## src/rtl/rcu_pkg.sv

```systemverilog
// Shared types and constants for the response capture unit.
package rcu_pkg;

  // Sweep controller states.
  typedef enum logic [1:0] {
    IDLE,
    APPLY,
    REPORT
  } rcu_state_e;

  // Width of the per-pattern settle counter; holds SETTLE values 0..15.
  localparam int SETTLE_W = 4;

  // Number of patterns in an exhaustive sweep, and therefore the response vector width.
  function automatic int vec_width(input int n_in);
    return 1 << n_in;
  endfunction

endpackage

```

## src/rtl/rcu_first_fail_enc.sv

```systemverilog
// Lowest-set-bit priority encoder over the response/golden difference vector.
// Gives the index of the first failing pattern and whether any pattern failed.
module rcu_first_fail_enc
  import rcu_pkg::*;
#(
  parameter int IDX_W = 4
) (
  input  logic [vec_width(IDX_W)-1:0] bits,
  output logic [IDX_W-1:0]            idx,
  output logic                        any
);

  // Scan from the top down so the lowest set bit is the last one written.
  always_comb begin
    // NOTE: assign every combinational output a default first so no path leaves it unassigned (no latch).
    idx = '0;
    for (int i = vec_width(IDX_W) - 1; i >= 0; i--) begin
      if (bits[i]) idx = IDX_W'(i);
    end
  end

  assign any = |bits;

endmodule

```

## src/rtl/response_capture_unit.sv

```systemverilog
// Exhaustive stimulus/response engine: sweeps every N_IN-bit pattern into an
// attached DUT, records its one-bit response per pattern, compares the packed
// response vector against a golden vector, and reports over valid/ready.
module response_capture_unit
  import rcu_pkg::*;
#(
  parameter int N_IN   = 4,
  parameter int SETTLE = 1
) (
  input  logic                       CK,
  input  logic                       reset,
  input  logic                       start,
  input  logic [vec_width(N_IN)-1:0] golden,
  output logic [N_IN-1:0]            pattern,
  input  logic                       dut_resp,
  output logic                       busy,
  output logic [vec_width(N_IN)-1:0] resp_vec,
  output logic                       mismatch,
  output logic [N_IN-1:0]            first_fail_idx,
  output logic                       resp_valid,
  input  logic                       resp_ready
);

  localparam int                  VEC_W     = vec_width(N_IN);
  localparam logic [N_IN-1:0]     LAST_PAT  = '1;
  localparam logic [SETTLE_W-1:0] SETTLE_LD = SETTLE_W'(SETTLE);

  rcu_state_e            state, state_d;
  logic [N_IN-1:0]       pattern_d;
  logic [SETTLE_W-1:0]   settle_cnt, settle_cnt_d;
  logic [VEC_W-1:0]      golden_q, golden_d;
  logic [VEC_W-1:0]      resp_vec_d;
  logic [VEC_W-1:0]      sample_vec;
  logic                  busy_d, resp_valid_d, mismatch_d;
  logic [N_IN-1:0]       first_fail_idx_d;
  logic [N_IN-1:0]       enc_idx;
  logic                  enc_any;

  // The encoder sees the vector including the bit sampled on this edge, so the
  // verdict registered on REPORT entry already covers the last pattern.
  rcu_first_fail_enc #(
    .IDX_W (N_IN)
  ) u_first_fail_enc (
    .bits (sample_vec ^ golden_q),
    .idx  (enc_idx),
    .any  (enc_any)
  );

  // Next-state and next-output logic for the sweep controller.
  always_comb begin
    state_d          = state;
    pattern_d        = pattern;
    settle_cnt_d     = settle_cnt;
    golden_d         = golden_q;
    resp_vec_d       = resp_vec;
    busy_d           = busy;
    resp_valid_d     = resp_valid;
    mismatch_d       = mismatch;
    first_fail_idx_d = first_fail_idx;

    sample_vec = resp_vec;
    if (settle_cnt == '0) sample_vec[pattern] = dut_resp;

    unique case (state)
      IDLE: begin
        if (start) begin
          golden_d     = golden;
          resp_vec_d   = '0;
          pattern_d    = '0;
          settle_cnt_d = SETTLE_LD;
          busy_d       = 1'b1;
          state_d      = APPLY;
        end
      end
      APPLY: begin
        if (settle_cnt != '0) begin
          settle_cnt_d = settle_cnt - SETTLE_W'(1);
        end else begin
          resp_vec_d = sample_vec;
          if (pattern == LAST_PAT) begin
            mismatch_d       = enc_any;
            first_fail_idx_d = enc_idx;
            resp_valid_d     = 1'b1;
            state_d          = REPORT;
          end else begin
            pattern_d    = pattern + N_IN'(1);
            settle_cnt_d = SETTLE_LD;
          end
        end
      end
      REPORT: begin
        if (resp_ready) begin
          resp_valid_d = 1'b0;
          busy_d       = 1'b0;
          pattern_d    = '0;
          state_d      = IDLE;
        end
      end
      default: state_d = IDLE;
    endcase
  end

  // State and output registers; reset aborts any sweep or pending report.
  always_ff @(posedge CK or negedge reset) begin
    // NOTE: the captured golden and response vectors are plain flops, so they are
    // reset with everything else rather than left undefined like a RAM would be.
    if (!reset) begin
      state          <= IDLE;
      pattern        <= '0;
      settle_cnt     <= '0;
      golden_q       <= '0;
      resp_vec       <= '0;
      busy           <= 1'b0;
      resp_valid     <= 1'b0;
      mismatch       <= 1'b0;
      first_fail_idx <= '0;
    end else begin
      // NOTE: non-blocking assignments so every register updates from pre-edge values.
      state          <= state_d;
      pattern        <= pattern_d;
      settle_cnt     <= settle_cnt_d;
      golden_q       <= golden_d;
      resp_vec       <= resp_vec_d;
      busy           <= busy_d;
      resp_valid     <= resp_valid_d;
      mismatch       <= mismatch_d;
      first_fail_idx <= first_fail_idx_d;
    end
  end

endmodule

```

## config.mk

```make
export PLATFORM = sky130hd
export DESIGN_NAME = response_capture_unit
export DESIGN_NICKNAME = d
export VERILOG_FILES = /design/src/rtl/rcu_pkg.sv /design/src/rtl/rcu_first_fail_enc.sv /design/src/rtl/response_capture_unit.sv
export SDC_FILE = /design/constraint.sdc
export NUM_CORES = 1
export LEC_CHECK = 0
export ABC_AREA = 0
export CORE_AREA = 2 2 82 84
export DETAILED_ROUTE_END_ITERATION = 10
export DIE_AREA = 0 0 84 86
export GPL_ROUTABILITY_DRIVEN = 0
export PLACE_DENSITY = 0.8
export SLEW_MARGIN = 15
export SYNTH_ARGS = -nofsm -noshare
export SYNTH_HDL_FRONTEND = slang
export SYNTH_SLANG_ARGS = --single-unit
```

## constraint.sdc

```tcl
create_clock -name CK -period 2.49 [get_ports CK]
set_input_delay 0.747 -clock CK [delete_from_list [all_inputs] [get_ports CK]]
set_output_delay 0.747 -clock CK [all_outputs]
set_load 0.01 [all_outputs]
```

== Word level (Yosys, flattened, before mapping) ==
Cells that the tools add are included.
Cells by class
  shift operators: 0
  eq/ne operators: 9
  muxes and demuxes: 43
  $add $sub $neg: 2
  magnitude comparators: 2
  multipliers: 0
  bitwise logic cells: 2
  divide/modulo/power cells: 0
  reductions and logical operators: 17
Operators by type and width (count)
  $mux 4: 23
  $mux 16: 3
  $pmux 16 s2: 1
  $bwmux 16: 1
  $reduce_or 16->1: 1
  $xor 16x16->16: 1
  $pmux 4 s3: 1
  $reduce_and 3->1: 4
  $ne 2x2->1 const B: 5
  $mux 2: 4
  $pmux 4 s2: 1
  $reduce_and 4->1: 2
  $pmux 2 s3: 1
  $reduce_bool 2->1: 3
  $lt 4x5->1 const B: 1
  $mux 1: 5
  $reduce_and 5->1: 1
  $add 4x1->4 const B: 1
  $demux 1 s4: 1
  $eq 4x4->1 const B: 1
  $ge 4x1->1 const B: 1
  $logic_not 4->1: 1
  $pmux 1 s2: 2
  $reduce_bool 4->1: 1
  other kinds (9): 9
Word-level totals
  bits in writable memories: 0
  memories kept: 0
  logic and storage cells: 84
  bits of input ports: 21
  latch bits: 0
  bits in read-only memories: 0
  bits in registers: 49
  output and inout port bits: 27

== Depth between registers and ports, before layout ==
Gate-level depths: netlist of run 1.
  depth after elaboration: 23
  gate-level depth with buffers: 10
  mapped depth without buffers: 9

== By module ==
Synthesis of run 1 repeated with hierarchy kept, for this count alone.
Unflattened totals
  cells, all modules: 267
  area total of the unflattened synthesis: 2856.5 um^2
By module, submodules not included
  response_capture_unit: instances 1, cells an instance 233, sequential area each 1226.2 um^2, area an instance 2680.1 um^2
  rcu_first_fail_enc: instances 1, cells an instance 34, sequential area each 0.0 um^2, area an instance 176.4 um^2

== Worst setup path after synthesis of run 1 ==
OpenSTA, ideal clock, no wires.
  path type: flip-flop to flip-flop
  start point: register pattern[0]
  end point: register mismatch
  slack: -0.004 ns
  path buffers: 0
  clock period less this slack: 2.494 ns
  data arrival time: 2.368 ns
  stages on the path, launching flop included: 10
  required time: 2.364 ns
  library setup time: 0.126 ns
  cells stage by stage: dfrtp_1 -> inv_1 -> ha_1 -> nor2b_1 -> nand2_2 -> mux2i_2 -> xnor2_1 -> or2_1 -> or3_1 -> o32a_1
Between the ends
  word-level cells in the longest chain between the ends: 8
  elaborated cells on any way between the ends: 11
  classes of those cells: 2 x order compare; 1 x eq/ne; 4 x mux; 1 x bitwise; 3 x reduce/logical
Ends and longest elaborated chain
  start: declaration: RTL line response_capture_unit.sv:14  | output logic [N_IN-1:0] pattern,
  start signal: assignment: RTL line response_capture_unit.sv:120  | pattern <= pattern_d;
  $lt 4x5->1 (not written as such) / $ge 4x1->1 (equally long branches): RTL line response_capture_unit.sv:62  | if (settle_cnt == '0) sample_vec[pattern] = dut_resp;
  $logic_and 1x1->1 (not written as such): RTL line response_capture_unit.sv:62
  $mux 1 (not written as such): RTL line response_capture_unit.sv:62
  $demux 1 s4: RTL line response_capture_unit.sv:62
  $bwmux 16: RTL line response_capture_unit.sv:62
  $mux 16: RTL line response_capture_unit.sv:62
  $xor 16x16->16: RTL line response_capture_unit.sv:44  | .bits (sample_vec ^ golden_q),
  $reduce_or 16->1: RTL line rcu_first_fail_enc.sv:22  | assign any = |bits;
  end signal: assignment: RTL line response_capture_unit.sv:126  | mismatch <= mismatch_d;
  end: declaration: RTL line response_capture_unit.sv:18  | output logic mismatch,
Several ways; a longest one is shown, not always the timed one.
A chain may end at the register's enable or synchronous reset.

== Final worst setup path of run 1 ==
  start point: register settle_cnt[0]
  end point: register first_fail_idx[0]
Between the ends
  word-level cells in the longest chain between the ends: 19
  elaborated cells on any way between the ends: 22
  classes of those cells: 17 x mux; 2 x bitwise; 3 x reduce/logical
Ends and longest elaborated chain
  start: declaration: RTL line response_capture_unit.sv:30  | logic [SETTLE_W-1:0] settle_cnt, settle_cnt_d;
  start signal: assignment: RTL line response_capture_unit.sv:121  | settle_cnt <= settle_cnt_d;
  $logic_not 4->1: RTL line response_capture_unit.sv:62
  $mux 16: RTL line response_capture_unit.sv:62
  $xor 16x16->16: RTL line response_capture_unit.sv:44
  $mux 4 (16 in series): RTL line rcu_first_fail_enc.sv:18  | if (bits[i]) idx = IDX_W'(i);
  end signal: assignment: RTL line response_capture_unit.sv:127  | first_fail_idx <= first_fail_idx_d;
  end: declaration: RTL line response_capture_unit.sv:19  | output logic [N_IN-1:0] first_fail_idx,
Several ways; a longest one is shown, not always the timed one.

==> results of run 1 <==
[critical path, cell delays in order (launching register included)]
cell and delay [ns]:
dfrtp_1 0.36, inv_1 0.07, ha_4 0.16, buf_6 0.12, buf_4 0.14, and4bb_2 0.27
nand2_2 0.11, mux2i_4 0.31, xnor2_4 0.12, or4_4 0.54, o31ai_4 0.18
[per-layer routing]
layer / GRT usage [%] / wire, um / vias up
li1: - / - / 1307
met1: 29.5 / 3420 / 1398
met2: 39.7 / 4330 / 135
met3: 4.04 / 626 / 32
met4: 9.53 / 291 / 0
met5: 0 / 0 / -
[repair_timing]
| item | in CTS | in global routing |
|---|---|---|
| endpoints found under the hold margin | 0 | 0 |
| setup endpoints to repair | 3 | 5 |
| resized for setup | 8 | 21 |
| setup buffers | 0 | 6 |
| pin swaps | 2 | 8 |
[power by group through the flow]
stage,clock network [W],registers (W),logic (W)
after global placement,0,0.00126,0.00214
after detailed placement,0,0.00128,0.00221
after floorplan,0,0.00124,0.00129
after CTS,0.000614,0.00127,0.00225
final,0.000604,0.00129,0.00251
after global routing,0.000643,0.00132,0.00271
[cell usage after synthesis (all sizes together), types with 2 or more instances]
| library cell | count |
|---|---|
| dfrtp | 49 |
| o21ai | 36 |
| nand2 | 26 |
| nand2b | 22 |
| a21oi | 21 |
| mux2 | 18 |
| nor2b | 16 |
| nor2 | 15 |
| clkbuf | 14 |
| mux2i | 10 |
| nand3 | 9 |
| inv | 8 |
| xnor2 | 8 |
| nor3 | 6 |
| ha | 5 |
| a32o | 4 |
| o31ai | 4 |
| a211oi | 3 |
| a2bb2oi | 3 |
| and4bb | 3 |
| o22ai | 3 |
| or2 | 3 |
| xor2 | 3 |
| a22oi | 2 |
| a31oi | 2 |
| and2 | 2 |
| nor4b | 2 |
| o2111ai | 2 |
[metrics by stage]
stage                     instances  setup slack [ns]  setup TNS [ns]  hold slack (ns)
after floorplan                 314            0.0252               0            0.451
after global placement          470            -0.361           -1.37            0.486
after detailed placement        470            -0.400           -1.57            0.489
after CTS                       478          -0.00885        -0.00885            0.408
after global routing            484           -0.0894          -0.144            0.423
final                           484            0.0333               0            0.397
[registers in the layout, summed over array words and instances, names as in the netlist]
register and count:
busy 1, first_fail_idx 4, golden_q 16, mismatch 1
pattern 4, resp_valid 1, resp_vec 16, settle_cnt 4
state 2
[path summary, 6_finish.rpt]
check | from | endpoint | slack [ns] | cells past startpoint
setup / recovery | settle_cnt[0] | first_fail_idx[0] | 0.03 | 10
hold / removal | reset | settle_cnt[3] | 0.40 | 1
setup reg to reg | settle_cnt[0] | first_fail_idx[0] | 0.03 | 10
hold reg to reg | first_fail_idx[3] | first_fail_idx[3] | 0.51 | 1
max in group asynchronous | reset | resp_vec[2] | 1.56 | 2
min in group CK | first_fail_idx[3] | first_fail_idx[3] | 0.51 | 1
[cell type report]
cell class	instances	area, sq um	area share, %
multi-input combinational	242	1770	42.9
timing repair buffer	100	886	21.5
clock buffer	6	82.6	2.00
clock inverter	2	37.5	0.909
inverter	8	30.0	0.727
sequential	49	1230	29.7
tap	77	96.3	2.33
[cells by family (layout without fill, tap and decap cells)]
| kind of cell | count (synthesis) | after routing | synth area share, % |
|---|---|---|---|
| AO/OA/AOI/OAI | 88 | 88 | 18.4 |
| XOR/XNOR | 11 | 11 | 3.27 |
| adder cells (fa/ha/maj) | 5 | 5 | 2.13 |
| buffers and inverters | 23 | 116 | 2.98 |
| flip-flops | 49 | 49 | 41.7 |
| multiplexers | 28 | 28 | 10.4 |
| AND/OR/NAND/NOR | 110 | 110 | 21.1 |
==> flow_summary_export.csv, run 1 <==
group,metric,value,unit
clocking,clock-root-buffer,"clkbuf_8",
placed_design,dpl-instance-area,3820,sq um
grt,gr-total-overflow,0,
drt,via_per_inst,5.93,
drt,drt-total-wl,8670,um
placed_design,hpwlAfterDp,6020,um
hold_path,hold_class,"input pin to asynchronous set/reset pin",
sta,fmax,407,MHz
yosys,avgSynthCellArea,9.37,sq um
grt,grt_start_max_net_pins,30,
power,seqPwrFrac,29.3,%
yosys,synth_top_area_share,41.7,%
clocking,htreeDepth,2,
floorplan,die_area,7220,sq um
power,switching_share,41.0,%
power,power.leakage,1.80,nW
drt,drt-pass1-iter-count,6,
setup_path,worstPathRequired,2.72,ns
yosys,yosysSeqAreaShare,41.7,%
clocking,clk_latency,0.31,ns
sta,fin_skew,0.00707,ns
setup_path,crit_arrival,2.68,ns
yosys,netlist_area,2940,sq um
job,cap_violations,0,
setup_path,setup.worst_path.end_class,"register",
yosys,synth_edf_count,0,
sta,slew_violations,0,
final_layout,syn_to_final_growth,40.3,%
power,pwr-share-comb,57.0,%
drt,vias,2872,
power,fin_total_pwr,0.00440,W
final_layout,fillCellCount,487,
final_layout,drive_above_1_share,25.8,%
yosys,ys_top_cells_by_area,"dfrtp_1 42%, mux2_2 6.9%, o21ai_0 6.1%, nand2b_1 4.7%, a21oi_1 3.6%",
grt,grt_pass1_wl,13400,um
setup_path,crit_type,"register to register",
final_layout,num_antenna_cells,0,
sta,period_share,98.7,%
yosys,ys_types,47,
sta,hold_violations,0,
drt,drtIter0Drc,241,
sta,rsz0062_at_grt,"yes",
yosys,synthCells,314,
grt,grt_pass1_vias,2852,
sta,slew_headroom,62.3,%
final_layout,final_cell_mix,"49 x dfrtp_1, 49 x buf_4, 45 x clkdlybuf4s50_1",
sta,tightest_slew,0.564,ns
power,power_density,1070,nW/um^2
floorplan,core,6280,sq um
floorplan,initial_core_util,46.9,%
final_layout,fin_area,4130,sq um
yosys,ys_seq_elements,49,
yosys,yosysTopAreaCell,"dfrtp_1",
grt,grt_usage,23.3,%
floorplan,die_width,84,um
setup_path,cp_max_fo,5,
clocking,cts_hold_buf,0,
grt,antenna_found_initial,0,
power,ir_drop,0.468,mV
placed_design,io_buffer_count,47,
floorplan,ios,48,
power,p_clk_share,13.7,%
outcome,status,"finished, final reports clean",
yosys,ys.flop_type,"dfrtp_1",
drt,wl_per_cell,17.9,um
floorplan,die_y,86,um
clocking,cts.path.max_buffers,2,
drt,drcViolationCount,0,
yosys,synthArstFlopShare,100,%
clocking,cts_sinks,49,
yosys,synth_nets,340,
sta,setup_viol,0,
power,internal-power,0.00260,W
power,p_sw,0.00181,W
clocking,cts.reportedPaths.clkPinSlew,0.10,ns
setup_path,start_kind,"register",
clocking,cts_tree,"built",
floorplan,num_rows,29,
final_layout,layout.nets,432,
sta,post-route-min-period,2.46,ns
final_layout,fin_util,65.8,%
yosys,yosys_warnings,0,
drt,ant_nets,0,
clocking,cts_buffers,5,
Power figures use the tool's default switching activity.
==> run 2: changes to the inputs <==
--- a/config.mk
+++ b/config.mk
@@ -11,7 +11,6 @@
 export DIE_AREA = 0 0 84 86
 export GPL_ROUTABILITY_DRIVEN = 0
 export PLACE_DENSITY = 0.8
-export SLEW_MARGIN = 15
 export SYNTH_ARGS = -nofsm -noshare
 export SYNTH_HDL_FRONTEND = slang
 export SYNTH_SLANG_ARGS = --single-unit
==> results of run 2 <==
Same layout as run 1: the final DEF is identical, and so are final timing and power.
